$ cat config.mk
export PLATFORM = sky130hd
export DESIGN_NAME = vga_console_flat
export DESIGN_NICKNAME = d
export VERILOG_FILES = /design/src/rtl/vga_console_if.sv /design/src/rtl/vga_console.sv /design/src/flat_wrapper.sv
export SDC_FILE = /design/constraint.sdc
export NUM_CORES = 1
export LEC_CHECK = 0
export BUFFER_PORTS_ARGS = -buffer_cell sky130_fd_sc_hd__buf_2
export CAP_MARGIN = 0
export CORE_MARGIN = 4
export CORE_UTILIZATION = 57
export CTS_CLUSTER_SIZE = 25
export DETAILED_ROUTE_END_ITERATION = 10
export GPL_TIMING_DRIVEN = 0
export PLACE_DENSITY = 0.8
export SYNTH_ARGS = -nofsm -noshare
export SYNTH_HDL_FRONTEND = slang
export SYNTH_SLANG_ARGS = --single-unit
$ cat constraint.sdc
create_clock -name busclk -period 2.6 [get_ports busclk]
set_input_delay 0.52 -clock busclk [delete_from_list [all_inputs] [get_ports busclk]]
set_output_delay 0.52 -clock busclk [all_outputs]
set_load 0.1 [all_outputs]
$ cat src/rtl/vga_console_if.sv
// Producer-side byte stream plus text-buffer write port and cursor of vga_console.
// master = byte producer / observer, slave = the console engine.
`timescale 1ns/1ps
interface vga_console_if;
    logic        in_valid;
    logic [7:0]  in_char;
    logic        in_ready;
    logic [14:0] waddr;
    logic [7:0]  wdata;
    logic        wr_en;
    logic [7:0]  cursor_x;
    logic [5:0]  cursor_y;

    modport master (
        output in_valid, in_char,
        input  in_ready, waddr, wdata, wr_en, cursor_x, cursor_y
    );
    modport slave (
        input  in_valid, in_char,
        output in_ready, waddr, wdata, wr_en, cursor_x, cursor_y
    );
endinterface

$ cat src/rtl/vga_console.sv
// Text console engine: turns an ASCII byte stream into text-buffer writes and a cursor.
// Optional macro VGA_CONSOLE_TAB_EN adds the TAB state (0x09 pads to next 8-column stop).
`timescale 1ns/1ps
module vga_console #(
    parameter int COLS = 160,
    parameter int ROWS = 64
) (
    input  logic        busclk,
    input  logic        rst_n,
    vga_console_if.slave bus
);
    localparam logic [7:0] LAST_COL = 8'(COLS - 1);
    localparam logic [5:0] LAST_ROW = 6'(ROWS - 1);

    typedef enum logic [1:0] {
        IDLE       = 2'd0,
        CLR_LINE   = 2'd1,
        CLR_SCREEN = 2'd2
`ifdef VGA_CONSOLE_TAB_EN
        ,TAB       = 2'd3
`endif
    } state_e;

    state_e      state_q, state_d;
    logic [7:0]  cur_x_q, cur_x_d;
    logic [5:0]  cur_y_q, cur_y_d;
    logic [7:0]  clr_col_q, clr_col_d;
    logic [5:0]  clr_row_q, clr_row_d;
    logic [14:0] waddr_q, waddr_d;
    logic [7:0]  wdata_q, wdata_d;
    logic        wr_en_q, wr_en_d;

    logic        in_ready;
    logic        accept;
    logic        printable;
    logic [5:0]  next_row;

    // Ready is gated by reset so the producer sees it low for the whole reset window.
    assign in_ready  = rst_n && (state_q == IDLE);
    assign accept    = bus.in_valid && in_ready;
    assign printable = (bus.in_char >= 8'h20) && (bus.in_char != 8'h7f);
    assign next_row  = (cur_y_q == LAST_ROW) ? 6'd0 : cur_y_q + 6'd1;

    always_comb begin
        state_d   = state_q;
        cur_x_d   = cur_x_q;
        cur_y_d   = cur_y_q;
        clr_col_d = clr_col_q;
        clr_row_d = clr_row_q;
        waddr_d   = waddr_q;
        wdata_d   = wdata_q;
        wr_en_d   = 1'b0;
        case (state_q)
            IDLE: begin
                if (accept) begin
                    if (printable) begin
                        wr_en_d = 1'b1;
                        waddr_d = {1'b0, cur_y_q, cur_x_q};
                        wdata_d = bus.in_char;
                        if (cur_x_q == LAST_COL) begin
                            cur_x_d   = 8'd0;
                            cur_y_d   = next_row;
                            clr_col_d = 8'd0;
                            state_d   = CLR_LINE;
                        end else begin
                            cur_x_d = cur_x_q + 8'd1;
                        end
                    end else begin
                        case (bus.in_char)
                            8'h0a: begin
                                cur_x_d   = 8'd0;
                                cur_y_d   = next_row;
                                clr_col_d = 8'd0;
                                state_d   = CLR_LINE;
                            end
                            8'h0d: cur_x_d = 8'd0;
                            8'h08: if (cur_x_q != 8'd0) cur_x_d = cur_x_q - 8'd1;
                            8'h0c: begin
                                clr_col_d = 8'd0;
                                clr_row_d = 6'd0;
                                state_d   = CLR_SCREEN;
                            end
`ifdef VGA_CONSOLE_TAB_EN
                            8'h09: state_d = TAB;
`endif
                            default: ;
                        endcase
                    end
                end
            end
            CLR_LINE: begin
                wr_en_d = 1'b1;
                waddr_d = {1'b0, cur_y_q, clr_col_q};
                wdata_d = 8'h20;
                if (clr_col_q == LAST_COL) state_d = IDLE;
                else clr_col_d = clr_col_q + 8'd1;
            end
            CLR_SCREEN: begin
                wr_en_d = 1'b1;
                waddr_d = {1'b0, clr_row_q, clr_col_q};
                wdata_d = 8'h20;
                if (clr_col_q == LAST_COL) begin
                    clr_col_d = 8'd0;
                    if (clr_row_q == LAST_ROW) begin
                        state_d = IDLE;
                        cur_x_d = 8'd0;
                        cur_y_d = 6'd0;
                    end else begin
                        clr_row_d = clr_row_q + 6'd1;
                    end
                end else begin
                    clr_col_d = clr_col_q + 8'd1;
                end
            end
`ifdef VGA_CONSOLE_TAB_EN
            TAB: begin
                wr_en_d = 1'b1;
                waddr_d = {1'b0, cur_y_q, cur_x_q};
                wdata_d = 8'h20;
                if (cur_x_q == LAST_COL) begin
                    cur_x_d   = 8'd0;
                    cur_y_d   = next_row;
                    clr_col_d = 8'd0;
                    state_d   = CLR_LINE;
                end else begin
                    cur_x_d = cur_x_q + 8'd1;
                    // x+1 lands on a tab stop when the low three bits of x are all ones
                    if (cur_x_q[2:0] == 3'd7) state_d = IDLE;
                end
            end
`endif
            default: state_d = IDLE;
        endcase
    end

    always_ff @(posedge busclk) begin
        if (!rst_n) begin
            state_q   <= IDLE;
            cur_x_q   <= 8'd0;
            cur_y_q   <= 6'd0;
            clr_col_q <= 8'd0;
            clr_row_q <= 6'd0;
            waddr_q   <= 15'd0;
            wdata_q   <= 8'd0;
            wr_en_q   <= 1'b0;
        end else begin
            state_q   <= state_d;
            cur_x_q   <= cur_x_d;
            cur_y_q   <= cur_y_d;
            clr_col_q <= clr_col_d;
            clr_row_q <= clr_row_d;
            waddr_q   <= waddr_d;
            wdata_q   <= wdata_d;
            wr_en_q   <= wr_en_d;
        end
    end

    assign bus.in_ready = in_ready;
    assign bus.waddr    = waddr_q;
    assign bus.wdata    = wdata_q;
    assign bus.wr_en    = wr_en_q;
    assign bus.cursor_x = cur_x_q;
    assign bus.cursor_y = cur_y_q;
endmodule

$ cat src/flat_wrapper.sv
// flat-port wrapper written by rule: the top's interface ports become plain ports
module vga_console_flat 
#(
    parameter int COLS = 160,
    parameter int ROWS = 64
)
  (busclk, rst_n, bus_in_valid, bus_in_char, bus_in_ready, bus_waddr, bus_wdata, bus_wr_en, bus_cursor_x, bus_cursor_y);
  vga_console_if bus_i ();
  input  logic busclk;
  input  logic rst_n;
  input wire logic [$bits(bus_i.in_valid)-1:0] bus_in_valid;
  input wire logic [$bits(bus_i.in_char)-1:0] bus_in_char;
  output wire logic [$bits(bus_i.in_ready)-1:0] bus_in_ready;
  output wire logic [$bits(bus_i.waddr)-1:0] bus_waddr;
  output wire logic [$bits(bus_i.wdata)-1:0] bus_wdata;
  output wire logic [$bits(bus_i.wr_en)-1:0] bus_wr_en;
  output wire logic [$bits(bus_i.cursor_x)-1:0] bus_cursor_x;
  output wire logic [$bits(bus_i.cursor_y)-1:0] bus_cursor_y;
  assign bus_i.in_valid = bus_in_valid;
  assign bus_i.in_char = bus_in_char;
  assign bus_in_ready = bus_i.in_ready;
  assign bus_waddr = bus_i.waddr;
  assign bus_wdata = bus_i.wdata;
  assign bus_wr_en = bus_i.wr_en;
  assign bus_cursor_x = bus_i.cursor_x;
  assign bus_cursor_y = bus_i.cursor_y;
  vga_console #(.COLS(COLS), .ROWS(ROWS)) u_core (.busclk(busclk), .rst_n(rst_n), .bus(bus_i));
endmodule
* Word level (Yosys, flattened, before mapping) *
Cells that the tools add are included.
Widths: inputs -> output; s select.

word-level totals
  flip-flop bits (word level) = 54
  output and inout port bits = 39
  word-level logic and storage cells = 104
  bits of input ports = 11

operators by class
  add/subtract/negate cells = 5
  magnitude comparators = 1
  mux-type cells = 46
  eq/ne operators = 26
  reduce and logical (&&, ||, !) cells = 18

operator list
  operator             number
  $mux 8               14
  $mux 6               12
  $pmux 8 s2           3
  $pmux 15 s3          1
  $eq 8x4->1 const B   4
  $mux 15              2
  $pmux 6 s2           2
  $pmux 8 s3           1
  $reduce_and 6->1     4
  $add 8x1->8 const B  2
  $eq 8x8->1 const B   2
  $add 6x1->6 const B  2
  $eq 6x6->1 const B   2
  $mux 2               6
  $ne 4x3->1 const B   3
  $ne 2x1->1 const B   5
  $ge 8x6->1 const B   1
  $ne 2x2->1 const B   4
  $ne 8x7->1 const B   1
  $reduce_bool 8->1    1
  $sub 8x1->8 const B  1
  $ne 3x2->1 const B   2
  $pmux 2 s3           1
  $reduce_and 3->1     2
  12 further kinds     18

* Longest topological paths before layout *
  word-level depth = 6
  mapped depth = 8
  depth with buffers taken out = 7

* Worst setup path after synthesis *
OpenSTA, ideal clock, no wires.

  path type = input to output
  start point = in rst_n
  end point = out bus_in_ready
  data required time = 2.080 ns
  stages on the path = 4
  data arrival time = 2.363 ns
  path buffers = 2
  slack = -0.283 ns
  path through = clkbuf_1 inv_1 clkbuf_1 nor2_1

between the ends
  longest elaborated chain between the ends = 1

RTL lines
  element            RTL line            RTL
  from (decl)        flat_wrapper.sv:10  input logic rst_n;
  $logic_and 1x1->1  vga_console.sv:39   assign in_ready = rst_n && (state_q == IDLE);
  to (decl)          flat_wrapper.sv:13  output wire logic [$bits(bus_i.in_ready)-1:0] bus_in_ready;

No other way between the ends.

* Final worst setup path *
  start point = reg u_core.clr_col_q[5]
  end point = reg u_core.clr_row_q[5]

between the ends
  longest elaborated chain between the ends = 3

RTL lines
  element                     RTL line            RTL
  from (decl)                 vga_console.sv:27   logic [7:0] clr_col_q, clr_col_d;
  from (signal assigned)      vga_console.sv:150  clr_col_q <= clr_col_d;
  $eq 8x8->1                  vga_console.sv:102  if (clr_col_q == LAST_COL) begin
  $ne 2x1->1 (no line)        --
  $reduce_and 6->1 (no line)  --
  to (signal assigned)        vga_console.sv:151  clr_row_q <= clr_row_d;
  to (decl)                   vga_console.sv:28   logic [5:0] clr_row_q, clr_row_d;

No other way between the ends.
A chain may end at the register's enable or synchronous reset.

==> qor.yml <==
worst_pin_slew_ns: 0.935
async_flop_share: 0
hold_violations: 0
hold_path_class: "flop to flop"
clkLatencyLatePin_ns: 0.32
grt_max_degree: 18
reg2reg_depth: 6
antenna_found_initial: 0
slew_headroom: 0.375
drc: 0
diodes: 0
vias: 3439
r2r-end: "u_core.clr_row_q[5]$_SDFFE_PN0P_"
rrSetupSlack_ns: 0.15
final_cell_mix: "51 x buf_2, 51 x dfxtp_1, 36 x nor2_1"
critical_path_required_ns: 2.86
clk_pin_slew_worst_paths_ns: 0.11
die_w_um: 84.6
ys_types: 76
synth-edff-count: 0
row_count: 27
cap_violations: 0
grt_pass1_vias: 3293
vias_per_cell: 6.46
holdCritStartpoint: "u_core.bus.wdata[6]$_SDFFE_PN0P_"
regArea_um2: 1060
rsz0062_at_grt: "false"
dp_hpwl_mm: 6.98
grt-ovfl-total: 0
die_area_um2: 7150
syn_inst: 404
die_h_um: 84.6
run_status: "completed"
multi_input_area_um2: 2110
initial_core_util: 0.596
holdPathEnd: "u_core.bus.wdata[6]$_SDFFE_PN0P_"
wirelength_mm: 9.47
synthFlopType: "dfxtp_1"
syn_avg_cell_area_um2: 8.27
cp-start-kind: "flop"
cts_buffer_depth: 2
power_density_nw_per_um2: 571
ys_ff_latch: 53
max_freq_mhz: 408
cts_sinks: 53
drv_slew: 0
grtUsageTotal: 0.271
drive_gt1_frac: 0.196
grt_pass1_wl_mm: 16.0
finalPower_w: 0.00216
ys_warn_count: 0
cp-end-kind: "flop"
power_leakage_nw: 1.49
syn_area_um2: 3340
drt_iter0_drc: 363
syn-num-nets: 425
wire_per_inst_um: 17.8
crit_fanout: 9
nets: 480
ir_drop_mv: 0.382
antenna_left: 0
fp.coreArea_um2: 5610
h-tree-depth: 2
synthToLayoutAreaGrowth_pct: 13.4
holdWs_ns: 0.475
cp.arrival_ns: 2.71
hold_depth: 2
dr.pass1.iters: 5
cts_tree: "built"
filler_cell_count: 528
fin_crit_sh: 0.943
setup_viol: 0
regToRegStartpoint: "u_core.clr_col_q[5]$_SDFFE_PN0P_"
port_buffers: 48
io-pin-count: 50
cts-buffers-inserted: 5
fin_crit_ns: 2.45
path_class: "flop to flop"
ys_seq_area_frac: 0.318
cts_root_buf: "clkbuf_8"
gp_congestion: 0.963
skew_ns: 0.00811
==> worst max-delay path: stages (launching register included) <==
cell and delay, ns:
dfxtp_1 0.31, buf_2 0.16, nor3b_1 0.78, o2111a_1 0.39
o21ai_2 0.12, or4_1 0.49, a21oi_1 0.14
==> timing repair <==
| item | 4_1_cts | 5_1_grt |
|---|---|---|
| endpoints found under the setup margin | 1 | 16 |
| gates resized for setup | 1 | 8 |
| hold buffers | 0 | 0 |
| pin swaps | 0 | 0 |
| buffers inserted | 0 | 0 |
==> state kept, by name, summed over array words and instances (netlist names) <==
signal and flops:
u_core.bus.waddr 14, u_core.bus.cursor_x 8, u_core.bus.wdata 8, u_core.clr_col_q 8
u_core.bus.cursor_y 6, u_core.clr_row_q 6, u_core.state_q 2, u_core.bus.wr_en 1
==> layer usage <==
metal	share of wire	track usage	wire (µm)	vias to the layer above
li1	-	-	-	1646
met1	0.44	0.356	4130	1619
met2	0.46	0.443	4380	158
met3	0.081	0.0618	768	16
met4	0.020	0.0820	189	0
met5	0	0	0	-
==> where the power goes <==
group          leakage [nW]  internal, W  switching, W  total [W]
Clock                0.0445     0.000192      0.000307   0.000499
Combinational          1.01     0.000171      0.000598   0.000769
Sequential            0.432     0.000859     0.0000355   0.000895
==> cells in the mapped netlist (all sizes together), types with 9 or more instances <==
cell type,instances,share of area
nor3,14,0.026
clkbuf,19,0.027
nor2,37,0.042
a21oi,25,0.037
dfxtp,53,0.32
a22oi,9,0.020
a211oi,12,0.027
nand2,26,0.029
o21ai,16,0.025
nand3,18,0.027
ha,10,0.037
inv,13,0.015
==> final cells by class <==
type | count | area share
Buffer | 27 | 0.0387
Clock buffer | 5 | 0.0182
Clock inverter | 3 | 0.00562
Inverter | 13 | 0.0129
Multi-Input combinational cell | 311 | 0.556
Sequential cell | 53 | 0.281
Tap cell | 72 | 0.0238
Timing Repair Buffer | 48 | 0.0641
==> worst max-delay path by stage <==
stage	start	endpoint	cells past startpoint
after floorplan	u_core.bus.cursor_x[4]$_SDFFE_PN0P_	u_core.bus.cursor_y[2]$_SDFFE_PN0P_	6
after global placement	bus_in_char[6]	u_core.bus.cursor_y[2]$_SDFFE_PN0P_	7
after detailed placement	bus_in_char[6]	u_core.bus.cursor_y[3]$_SDFFE_PN0P_	7
after CTS	u_core.state_q[0]$_SDFFE_PN0P_	u_core.bus.waddr[7]$_SDFFE_PN0P_	8
after global routing	u_core.clr_col_q[0]$_SDFFE_PN0P_	u_core.bus.cursor_y[1]$_SDFFE_PN0P_	7
final	u_core.clr_col_q[5]$_SDFFE_PN0P_	u_core.clr_row_q[5]$_SDFFE_PN0P_	6
==> per-stage QoR <==
stage                     std cells  utilization  setup slack (ns)  area, µm²  setup TNS (ns)
after floorplan                 404            -            0.0642       3350               0
after global placement          524        0.656            -0.191       3680           -1.07
after detailed placement        524        0.656            -0.220       3680           -1.17
after CTS                       532        0.672           0.00742       3770               0
after global routing            532        0.675           0.00486       3790               0
final                           532        0.675             0.147       3790               0
==> logic make-up (layout without fill, tap and decap cells) <==
family / Yosys count / after routing / synth area share
AND/OR/NAND/NOR: 160 / 160 / 0.267
AO/OA/AOI/OAI: 130 / 130 / 0.291
flip-flops: 53 / 53 / 0.318
buffers and inverters: 40 / 96 / 0.0581
adder cells (fa/ha/maj): 10 / 10 / 0.0375
XOR/XNOR: 7 / 7 / 0.0184
multiplexers: 3 / 3 / 0.00936
other: 1 / 1 / 0.00112
(Power assumes the default switching activity.)
